==> src/rtl/coin_input_conditioner.sv <==
// ---------------------------------------------------------------------------
// coin_input_conditioner
//   Front end for the vending-machine FSM. Takes the two raw, bouncy,
//   asynchronous coin-slot sensors and turns them into clean, single-cycle,
//   mutually exclusive credit pulses. Processing per channel:
//   synchronise -> debounce -> rising-edge detect -> pending credit.
//   A shared arbiter then issues at most one credit per cycle, coin1 first.
//   A slot whose debounced level stays high too long is flagged as jammed.
//
// Ports
//   clk          in   clock
//   rst_n        in   asynchronous, active-low reset
//   ena          in   enable; low freezes debounce/edge/credit/jam state and
//                     forces both pulses low (the synchroniser keeps running)
//   coin1_raw    in   raw 1-rupee sensor, active-high, may bounce
//   coin2_raw    in   raw 2-rupee sensor, active-high, may bounce
//   coin1_pulse  out  one-cycle pulse per accepted 1-rupee coin (FSM coinx)
//   coin2_pulse  out  one-cycle pulse per accepted 2-rupee coin (FSM coiny)
//   jam          out  either slot held high for JAM_CYCLES debounced cycles
//   db_level     out  debounced levels {coin2, coin1}
// ---------------------------------------------------------------------------
module coin_input_conditioner #(
   parameter int SYNC_STAGES     = 2,
   parameter int DEBOUNCE_CYCLES = 16,
   parameter int JAM_CYCLES      = 4096
) (
   input  logic       clk,
   input  logic       rst_n,
   input  logic       ena,
   input  logic       coin1_raw,
   input  logic       coin2_raw,
   output logic       coin1_pulse,
   output logic       coin2_pulse,
   output logic       jam,
   output logic [1:0] db_level
);

   localparam int DB_W  = (DEBOUNCE_CYCLES > 2) ? $clog2(DEBOUNCE_CYCLES) : 1;
   localparam int JAM_W = $clog2(JAM_CYCLES + 1);
   localparam logic [DB_W-1:0]  DB_LAST = DB_W'(DEBOUNCE_CYCLES - 1);
   localparam logic [JAM_W-1:0] JAM_MAX = JAM_W'(JAM_CYCLES);

   // Saturating increment: the jam counter parks at JAM_MAX while the slot
   // stays high, so it can never wrap back and drop the jam flag.
   function automatic logic [JAM_W-1:0] jam_sat_inc(input logic [JAM_W-1:0] v);
      return (v == JAM_MAX) ? JAM_MAX : v + 1'b1;
   endfunction

   // Each entry carries both channels as {coin2, coin1}.
   logic [1:0]       sync_p0 [SYNC_STAGES];
   logic [1:0]       sync_val;

   logic [1:0]       db_p1, db_prev_p1, db_nxt, rise;
   logic [DB_W-1:0]  db_cnt     [2];
   logic [DB_W-1:0]  db_cnt_nxt [2];
   logic [JAM_W-1:0] jam_cnt     [2];
   logic [JAM_W-1:0] jam_cnt_nxt [2];
   logic [1:0]       jam_q, jam_nxt;

   logic [1:0]       pend_p2, pend_nxt;
   logic             pulse1_nxt, pulse2_nxt;

   assign sync_val = sync_p0[SYNC_STAGES-1];

   // ---- stage p0: synchroniser chain, free-running regardless of ena ----
   always_ff @(posedge clk or negedge rst_n) begin
      if (!rst_n) begin
         for (int i = 0; i < SYNC_STAGES; i++) sync_p0[i] <= '0;
      end else begin
         sync_p0[0] <= {coin2_raw, coin1_raw};
         for (int i = 1; i < SYNC_STAGES; i++) sync_p0[i] <= sync_p0[i-1];
      end
   end

   always_comb begin
      db_nxt     = db_p1;
      jam_nxt    = '0;
      rise       = db_p1 & ~db_prev_p1;
      pend_nxt   = pend_p2 | rise;
      pulse1_nxt = 1'b0;
      pulse2_nxt = 1'b0;
      for (int ch = 0; ch < 2; ch++) begin
         db_cnt_nxt[ch]  = '0;
         jam_cnt_nxt[ch] = '0;
         // Any sample agreeing with the accepted level restarts the count.
         if (sync_val[ch] != db_p1[ch]) begin
            if (db_cnt[ch] == DB_LAST) db_nxt[ch] = sync_val[ch];
            else                       db_cnt_nxt[ch] = db_cnt[ch] + 1'b1;
         end
         if (db_p1[ch]) jam_cnt_nxt[ch] = jam_sat_inc(jam_cnt[ch]);
         // Looking at db_nxt drops the flag on the same edge the level falls.
         jam_nxt[ch] = db_nxt[ch] && (jam_cnt_nxt[ch] == JAM_MAX);
      end
      // A fresh rise on the granted channel keeps its credit pending.
      if (pend_p2[0]) begin
         pulse1_nxt  = 1'b1;
         pend_nxt[0] = rise[0];
      end else if (pend_p2[1]) begin
         pulse2_nxt  = 1'b1;
         pend_nxt[1] = rise[1];
      end
   end

   // ---- stage p1/p2: debounce, edge detect, credits, arbitration, jam ----
   always_ff @(posedge clk or negedge rst_n) begin
      if (!rst_n) begin
         db_p1       <= '0;
         db_prev_p1  <= '0;
         pend_p2     <= '0;
         jam_q       <= '0;
         coin1_pulse <= 1'b0;
         coin2_pulse <= 1'b0;
         for (int ch = 0; ch < 2; ch++) begin
            db_cnt[ch]  <= '0;
            jam_cnt[ch] <= '0;
         end
      end else if (ena) begin
         db_p1       <= db_nxt;
         db_prev_p1  <= db_p1;
         pend_p2     <= pend_nxt;
         jam_q       <= jam_nxt;
         coin1_pulse <= pulse1_nxt;
         coin2_pulse <= pulse2_nxt;
         for (int ch = 0; ch < 2; ch++) begin
            db_cnt[ch]  <= db_cnt_nxt[ch];
            jam_cnt[ch] <= jam_cnt_nxt[ch];
         end
      end else begin
         coin1_pulse <= 1'b0;
         coin2_pulse <= 1'b0;
      end
   end

   assign jam      = |jam_q;
   assign db_level = db_p1;

endmodule
==> config.mk <==
export PLATFORM = sky130hd
export DESIGN_NAME = coin_input_conditioner
export DESIGN_NICKNAME = d
export VERILOG_FILES = /design/src/rtl/coin_input_conditioner.sv
export SDC_FILE = /design/constraint.sdc
export NUM_CORES = 1
export LEC_CHECK = 0
export ABC_AREA = 1
export CELL_PAD_IN_SITES_DETAIL_PLACEMENT = 1
export CELL_PAD_IN_SITES_GLOBAL_PLACEMENT = 1
export CORE_ASPECT_RATIO = 1.4
export CORE_MARGIN = 10
export CORE_UTILIZATION = 47
export CTS_BUF_LIST = sky130_fd_sc_hd__clkbuf_8
export CTS_CLUSTER_DIAMETER = 150
export CTS_CLUSTER_SIZE = 24
export DETAILED_ROUTE_END_ITERATION = 8
export GPL_TIMING_DRIVEN = 0
export PLACE_DENSITY_LB_ADDON = 0.15
export SYNTH_ARGS = -nofsm -noshare
export SYNTH_HDL_FRONTEND = slang
export SYNTH_SLANG_ARGS = --single-unit
==> constraint.sdc <==
create_clock -name clk -period 1.8 [get_ports clk]
set_input_delay 0.18 -clock clk [delete_from_list [all_inputs] [get_ports clk]]
set_output_delay 0.18 -clock clk [all_outputs]
set_load 0.03 [all_outputs]
==> reports/metrics.cfg, run 1 <==
[outcome]
status=finished clean

[setup_path]
worstPathArrival_ns=1.52
crit_path_cell_trace=clkdlybuf4s50_1
endpoint_kind=output pin
cpMaxStageDelayCell=clkdlybuf4s50_1
timing.rr.end=jam_q[0]
path_depth=1
max_stage_delay_ns=0.73
critPathTopFamily=buffers and inverters
start_kind=flop
crit_buf_inv=1
worstSetupEndpoint=db_level[0]
worstRegToRegCells=10
r2r_start=jam_cnt[13]
ff2ff_setup_slack_ns=0.16
cp-startpoint=db_level[0]
crit_fanout=6
required_ns=1.62
crit_type=flop to output pin

[yosys]
yosysWarnings=0
syn_inst=372
yosysUniqueCellTypes=32
syn_nets=383
yosysSeqAreaShare_pct=42.8
syn_avg_cell_area_um2=7.55
yosys_register_bits=48
syn_area_um2=2810

[floorplanning]
die_h_um=111
io_pins=10
start_util_pct=48.2
row_count=33
die_w_um=85.3
core_area_um2=5820
dieArea_um2=9510

[global_route]
overflow=0
grt_usage_pct=16.6
grt_max_degree=28
antenna_found_initial=0
grt_pass1_wl_um=13100
grt_pass1_vias=2799

[timing]
slew_violations=0
max_clock_freq_mhz=587
fin_skew_ns=0.00936
hold_viol_final=0
setup_viol=0
period_share_pct=94.6
relSlewSlack_pct=59.2
setup_tns_ns=0
worstMarginPinSlew_ns=0.612
rsz0062_at_grt=no
finalCriticalPeriod_ns=1.70

[power_and_ir_drop]
peakVddDrop_uv=402
p_leak_nw=1.49
power_density_nw_per_um2=735

[final_layout]
finalNetCount=401
area_delta_synth_final_pct=10.9
num_antenna_cells=0
drive_gt1_share_pct=11.3
utilization_pct=53.5
final_cells=461

[clock_tree]
clock_path_buffers=2
cts_root_buf=clkbuf_8
htree_num_levels=2
cts_made_buffers=5
clk_latency_ns=0.31
clock_sinks=48
cts_setup_buffers=0
clk_pin_slew_ns=0.09
cts_tree=done

[drt]
drc=0
vias=2545
wirelength_um=7720
drtIter0Drc=79
wl_per_cell_um=16.8
ant_nets=0
dr.pass1.iters=4
routed_via_density=5.52

[job]
maxCapViolCount=0

[placement]
gp_congestion=0.879
dpl.cell_count=452
io_buffers=9
place_hpwl_um=5940

[worst_hold_path]
hold_class=input pin to flop

-- stage by stage --
stage | power (mW) | hold slack [ns] | setup WS [ns] | area (µm²)
after CTS | 2.32 | 0.305 | 0.00265 | 3100
after global routing | 2.42 | 0.305 | 0.00513 | 3110
final | 2.29 | 0.306 | 0.0965 | 3110
after detailed placement | 1.66 | 0.193 | -0.0114 | 3000
after global placement | 1.64 | 0.333 | -0.884 | 2990
after floorplan | 1.50 | -0.116 | 0.435 | 2810
-- registers in the layout, summed over array words and instances, names as in the netlist --
signal / flops
coin1_pulse: 1
jam_q: 2
db_cnt: 8
db_prev_p1: 2
jam_cnt: 26
pend_p2: 2
sync_val: 2
sync_p0: 2
coin2_pulse: 1
db_level: 2
-- cells by family (layout without fill, tap and decap cells) --
group	after synthesis	after routing	share of synthesized area (%)
XOR/XNOR	7	7	2.18
AO/OA/AOI/OAI	47	47	8.78
flip-flops	48	48	42.8
AND/OR/NAND/NOR	212	212	36.2
adder cells (fa/ha/maj)	6	6	2.67
buffers and inverters	52	71	7.40
-- synth_stat cells --
library cell / count / share of area [%]
nand3_1: 39 / 7.0
nor2_4: 4 / 1.6
clkbuf_1: 6 / 0.80
nand2_4: 2 / 0.80
buf_6: 1 / 0.40
ha_1: 6 / 2.7
o21bai_1: 3 / 0.80
inv_1: 39 / 5.2
o21ai_1: 5 / 0.89
xnor2_1: 4 / 1.2
buf_2: 3 / 0.53
and3_1: 1 / 0.22
nand4_1: 11 / 2.5
xor2_1: 3 / 0.94
nor2_1: 34 / 4.5
inv_2: 1 / 0.13
o22ai_1: 1 / 0.22
buf_1: 1 / 0.13
a21oi_1: 3 / 0.53
o21ai_0: 34 / 6.1
nor2_2: 4 / 0.89
nand3b_1: 1 / 0.27
or2_2: 1 / 0.22
nand2_2: 7 / 1.6
nand2_1: 96 / 13
nor3b_1: 1 / 0.27
o211ai_1: 1 / 0.27
clkbuf_2: 1 / 0.18
nor2_8: 1 / 0.71
nor3_1: 4 / 0.71
dfrtp_1: 48 / 43
nand3_2: 6 / 2.1
-- cell usage in the layout (no fill, tap or decap), types with 2 or more instances in the layout --
cell type	instances
nand2_4	2
o21ai_1	5
xor2_1	3
nand3_2	6
o21ai_0	34
buf_2	4
o21bai_1	3
clkdlybuf4s50_1	7
clkbuf_8	5
a21oi_1	3
inv_2	2
dfrtp_1	47
nand3_1	39
nor2_1	33
nor2_2	4
nor2_4	5
inv_1	39
xnor2_1	4
ha_1	5
nor3_1	4
nand2_2	7
nand2_1	96
nand4_1	11
clkbuf_1	6
-- worst min path at each step --
stage / from / endpoint / slack (ns) / cells past startpoint
3_5_place_dp: rst_n / jam_cnt[4] / 0.19 / 1
6_report: coin2_raw / sync_p0[3] / 0.31 / 1
2_1_floorplan: rst_n / coin1_pulse / -0.12 / 0
4_1_cts: coin2_raw / sync_p0[3] / 0.31 / 1
3_3_place_gp: sync_p0[3] / sync_val[1] / 0.33 / 0
5_1_grt: coin2_raw / sync_p0[3] / 0.31 / 1
-- layout make-up --
cell class	instances	area, µm²
fill	775	2710
tap	70	87.6
clock inverter	3	20.0
multi-input combinational	272	1410
clock buffer	5	68.8
inverter	40	150
timing repair buffer	11	118
sequential	48	1200
buffer	12	57.6
-- what timing repair did --
action,4_1_cts,5_1_grt
resized for setup,0,6
hold buffers,1,0
endpoints found under the setup margin,0,2
endpoints found under the hold margin,21,0
-- where the power goes --
group          internal (mW)  switching [mW]  leakage, nW  total, mW
Sequential              1.17          0.0753        0.647       1.24
Clock                  0.271           0.377       0.0455      0.648
Combinational          0.142           0.256        0.800      0.398
-- metal layers --
metal / share of wire [%] / wire [µm] / up-vias / track usage (%)
met5: 0 / 0 / - / 0
met4: 3.6 / 280 / 0 / 7.60
met3: 1.5 / 114 / 21 / 2.26
met2: 56 / 4330 / 26 / 31.5
met1: 39 / 3000 / 1255 / 17.1
li1: - / - / 1243 / -
(Power assumes the default switching activity.)
==> run 2, diff against run 1 <==
--- a/config.mk
+++ b/config.mk
@@ -10,8 +10,8 @@
 export CELL_PAD_IN_SITES_GLOBAL_PLACEMENT = 1
 export CORE_ASPECT_RATIO = 1.4
 export CORE_MARGIN = 10
-export CORE_UTILIZATION = 47
-export CTS_BUF_LIST = sky130_fd_sc_hd__clkbuf_8
+export CORE_UTILIZATION = 43
+export CTS_BUF_LIST = sky130_fd_sc_hd__clkbuf_2 sky130_fd_sc_hd__clkbuf_4 sky130_fd_sc_hd__clkbuf_8
 export CTS_CLUSTER_DIAMETER = 150
 export CTS_CLUSTER_SIZE = 24
 export DETAILED_ROUTE_END_ITERATION = 8
==> constraint.sdc (replaced) <==
create_clock -name clk -period 1.5 [get_ports clk]
set_input_delay 0.15 -clock clk [delete_from_list [all_inputs] [get_ports clk]]
set_output_delay 0.15 -clock clk [all_outputs]
set_load 0.03 [all_outputs]
==> reports/metrics.cfg, run 2 (synthesis results as in run 1) <==
[floorplanning]
die_w_um=88.3  ; +3.5%
start_util_pct=44.6  ; -3.6 points
io_pins=10  ; unchanged
row_count=34  ; +3.0%
dieArea_um2=10200  ; +7.3%
die_h_um=116  ; +3.7%
core_area_um2=6300  ; +8.1%

[setup_path]
required_ns=1.70  ; +0.08 ns
start_kind=flop
worstRegToRegCells=10  ; unchanged
endpoint_kind=flop
ff2ff_setup_slack_ns=-0.07  ; -0.23 ns
cp-startpoint=jam_cnt[2]
path_depth=10  ; +9
max_stage_delay_ns=0.34  ; -0.39 ns
worstPathArrival_ns=1.77  ; +0.25 ns
crit_fanout=8  ; +2
crit_buf_inv=1  ; unchanged
worstSetupEndpoint=jam_q[1]
crit_path_cell_trace=clkbuf_4 > nand2_1 > nor2_4 > nand2_1 > nand2_1 > nand3_4 > nand2_1 > nor2_2 > nand4_1 > nand2_1
critPathTopFamily=simple AND/OR/NAND/NOR gates
cpMaxStageDelayCell=dfrtp_1
r2r_start=jam_cnt[2]
cp_common_cell=nand2_1
timing.rr.end=jam_q[1]
crit_type=flop to flop

[final_layout]
largest_register_ffs=26  ; unchanged
num_antenna_cells=0  ; unchanged
largest-register=jam_cnt
drive_gt1_share_pct=21.3  ; +10 points
fin_area_um2=3360  ; +7.8%
mostFrequentLayoutCell=nand2_1
area_delta_synth_final_pct=19.6
finalNetCount=414  ; +3.2%
layout_common_cells=nand2_1, dfrtp_1, inv_1
utilization_pct=53.3  ; -0.15 points
reg_top3=jam_cnt x26, db_cnt x8

[clock_tree]
clock_path_buffers=2  ; unchanged
cts_made_buffers=5  ; unchanged
cts_tree=done
clock_sinks=48  ; unchanged
clk_pin_slew_ns=0.09  ; about the same
cts_root_buf=clkbuf_8
htree_num_levels=2  ; unchanged
clk_latency_ns=0.31  ; about the same

[drt]
vias=2578  ; +1.3%
wirelength_um=7830  ; +1.4%
ant_nets=0  ; unchanged
drtIter0Drc=91  ; +15%
routed_via_density=5.42  ; -1.9%
dr.pass1.iters=4  ; unchanged
drc=0  ; unchanged
wl_per_cell_um=16.4  ; -1.8%

[power_and_ir_drop]
peakVddDrop_uv=748  ; +86%
p_int_mw=2.23  ; +41%
p_clk_share_pct=33.4  ; +5.1 points
switchingPower_uw=887  ; +25%
pwr-share-comb_pct=18.7  ; +1.3 points
power_density_nw_per_um2=929  ; +27%
p_seq_share_pct=48.0  ; -6.3 points
p_sw_share_pct=28.4  ; -2.5 points
p_leak_nw=1.59  ; +6.4%

[placement]
gp_congestion=0.837  ; -4.8%
place_hpwl_um=5720  ; -3.8%
io_buffers=9  ; unchanged
place_area_um2=3000  ; about the same

[timing]
max_clock_freq_mhz=638
relSlewSlack_pct=60.8  ; +1.6 points
timing.final.ws_setup_ns=-0.0671  ; -0.164 ns
rsz0062_at_grt=yes
slew_violations=0  ; unchanged
fin_skew_ns=0.00830  ; -0.00106 ns
finalCriticalPeriod_ns=1.57
hold_ws_ns=0.274  ; -0.0328 ns
period_share_pct=104
hold_viol_final=0  ; unchanged
worstMarginPinSlew_ns=0.589  ; -0.0236 ns
setup_viol=2  ; +2

[global_route]
grt_pass1_vias=2664  ; -4.8%
grt_max_degree=30  ; +7.1%
grt_pass1_wl_um=13100  ; +0.16%
grt_usage_pct=16.1  ; -0.45 points
overflow=0  ; unchanged
antenna_found_initial=0  ; unchanged

[outcome]
status=finished, violations left
failed_checks=setup timing

[job]
maxCapViolCount=0  ; unchanged

[worst_hold_path]
hold_class=input pin to flop

run 2: power by group through the flow:
| stage | sequential, mW | clock, mW | combinational (mW) |
|---|---|---|---|
| 3_3_place_gp | 1.51 | 0 | 0.455 |
| 3_5_place_dp | 1.52 | 0 | 0.468 |
| 4_1_cts | 1.49 | 1.06 | 0.528 |
| 2_1_floorplan | 1.52 | 0 | 0.280 |
| 5_1_grt | 1.51 | 1.11 | 0.664 |
| 6_report | 1.50 | 1.04 | 0.582 |
run 2: area by class of cell:
class	instances	area, µm²
Multi-Input combinational cell	272	1500
Clock buffer	7	96.3
Buffer	12	62.6
Fill cell	778	2940
Clock inverter	1	30.0
Inverter	40	153
Tap cell	72	90.1
Timing Repair Buffer	24	213
Sequential cell	48	1210
run 2: timing repair:
action,CTS,global route
cloned,0,0
hold buffers,1,0
endpoints found under the setup margin,7,11
endpoints found under the hold margin,19,0
setup buffers,8,6
gates resized for setup,11,38
pin swaps,2,8
run 2: metal layers:
layer,GRT usage (%),wire length (µm),vias up
li1,-,-,1272
met1,18.2,3230,1261
met2,29.4,4190,30
met3,2.11,162,15
met4,7.03,239,0
met5,0,0,-
run 2: how the worst min path moves through the flow:
stage | startpoint | endpoint | cells past startpoint
detailed placement | rst_n | jam_cnt[0] | 1
floorplan | rst_n | coin1_pulse | 0
CTS | coin2_raw | sync_p0[3] | 1
global route | coin2_raw | sync_p0[3] | 1
global placement | sync_p0[3] | sync_val[1] | 0
finish | coin2_raw | sync_p0[3] | 1
run 2: through the flow:
step | setup WS, ns | power, mW | instances | setup TNS, ns
final | -0.0671 | 3.12 | 476 | -0.0870
after global routing | -0.148 | 3.28 | 476 | -0.269
after CTS | -0.0669 | 3.08 | 471 | -0.0891
after detailed placement | -0.355 | 1.99 | 454 | -3.97
after global placement | -1.19 | 1.97 | 453 | -60.77
after floorplan | 0.135 | 1.80 | 372 | 0
run 2: worst register-to-register path, cell delays in order, from the launching register on:
cell,delay [ns]
dfrtp_1,0.34
clkbuf_4,0.19
nand2_1,0.10
nor2_4,0.23
nand2_1,0.09
nand2_1,0.10
nand3_4,0.10
nand2_1,0.09
nor2_2,0.04
nand4_1,0.12
nand2_1,0.06
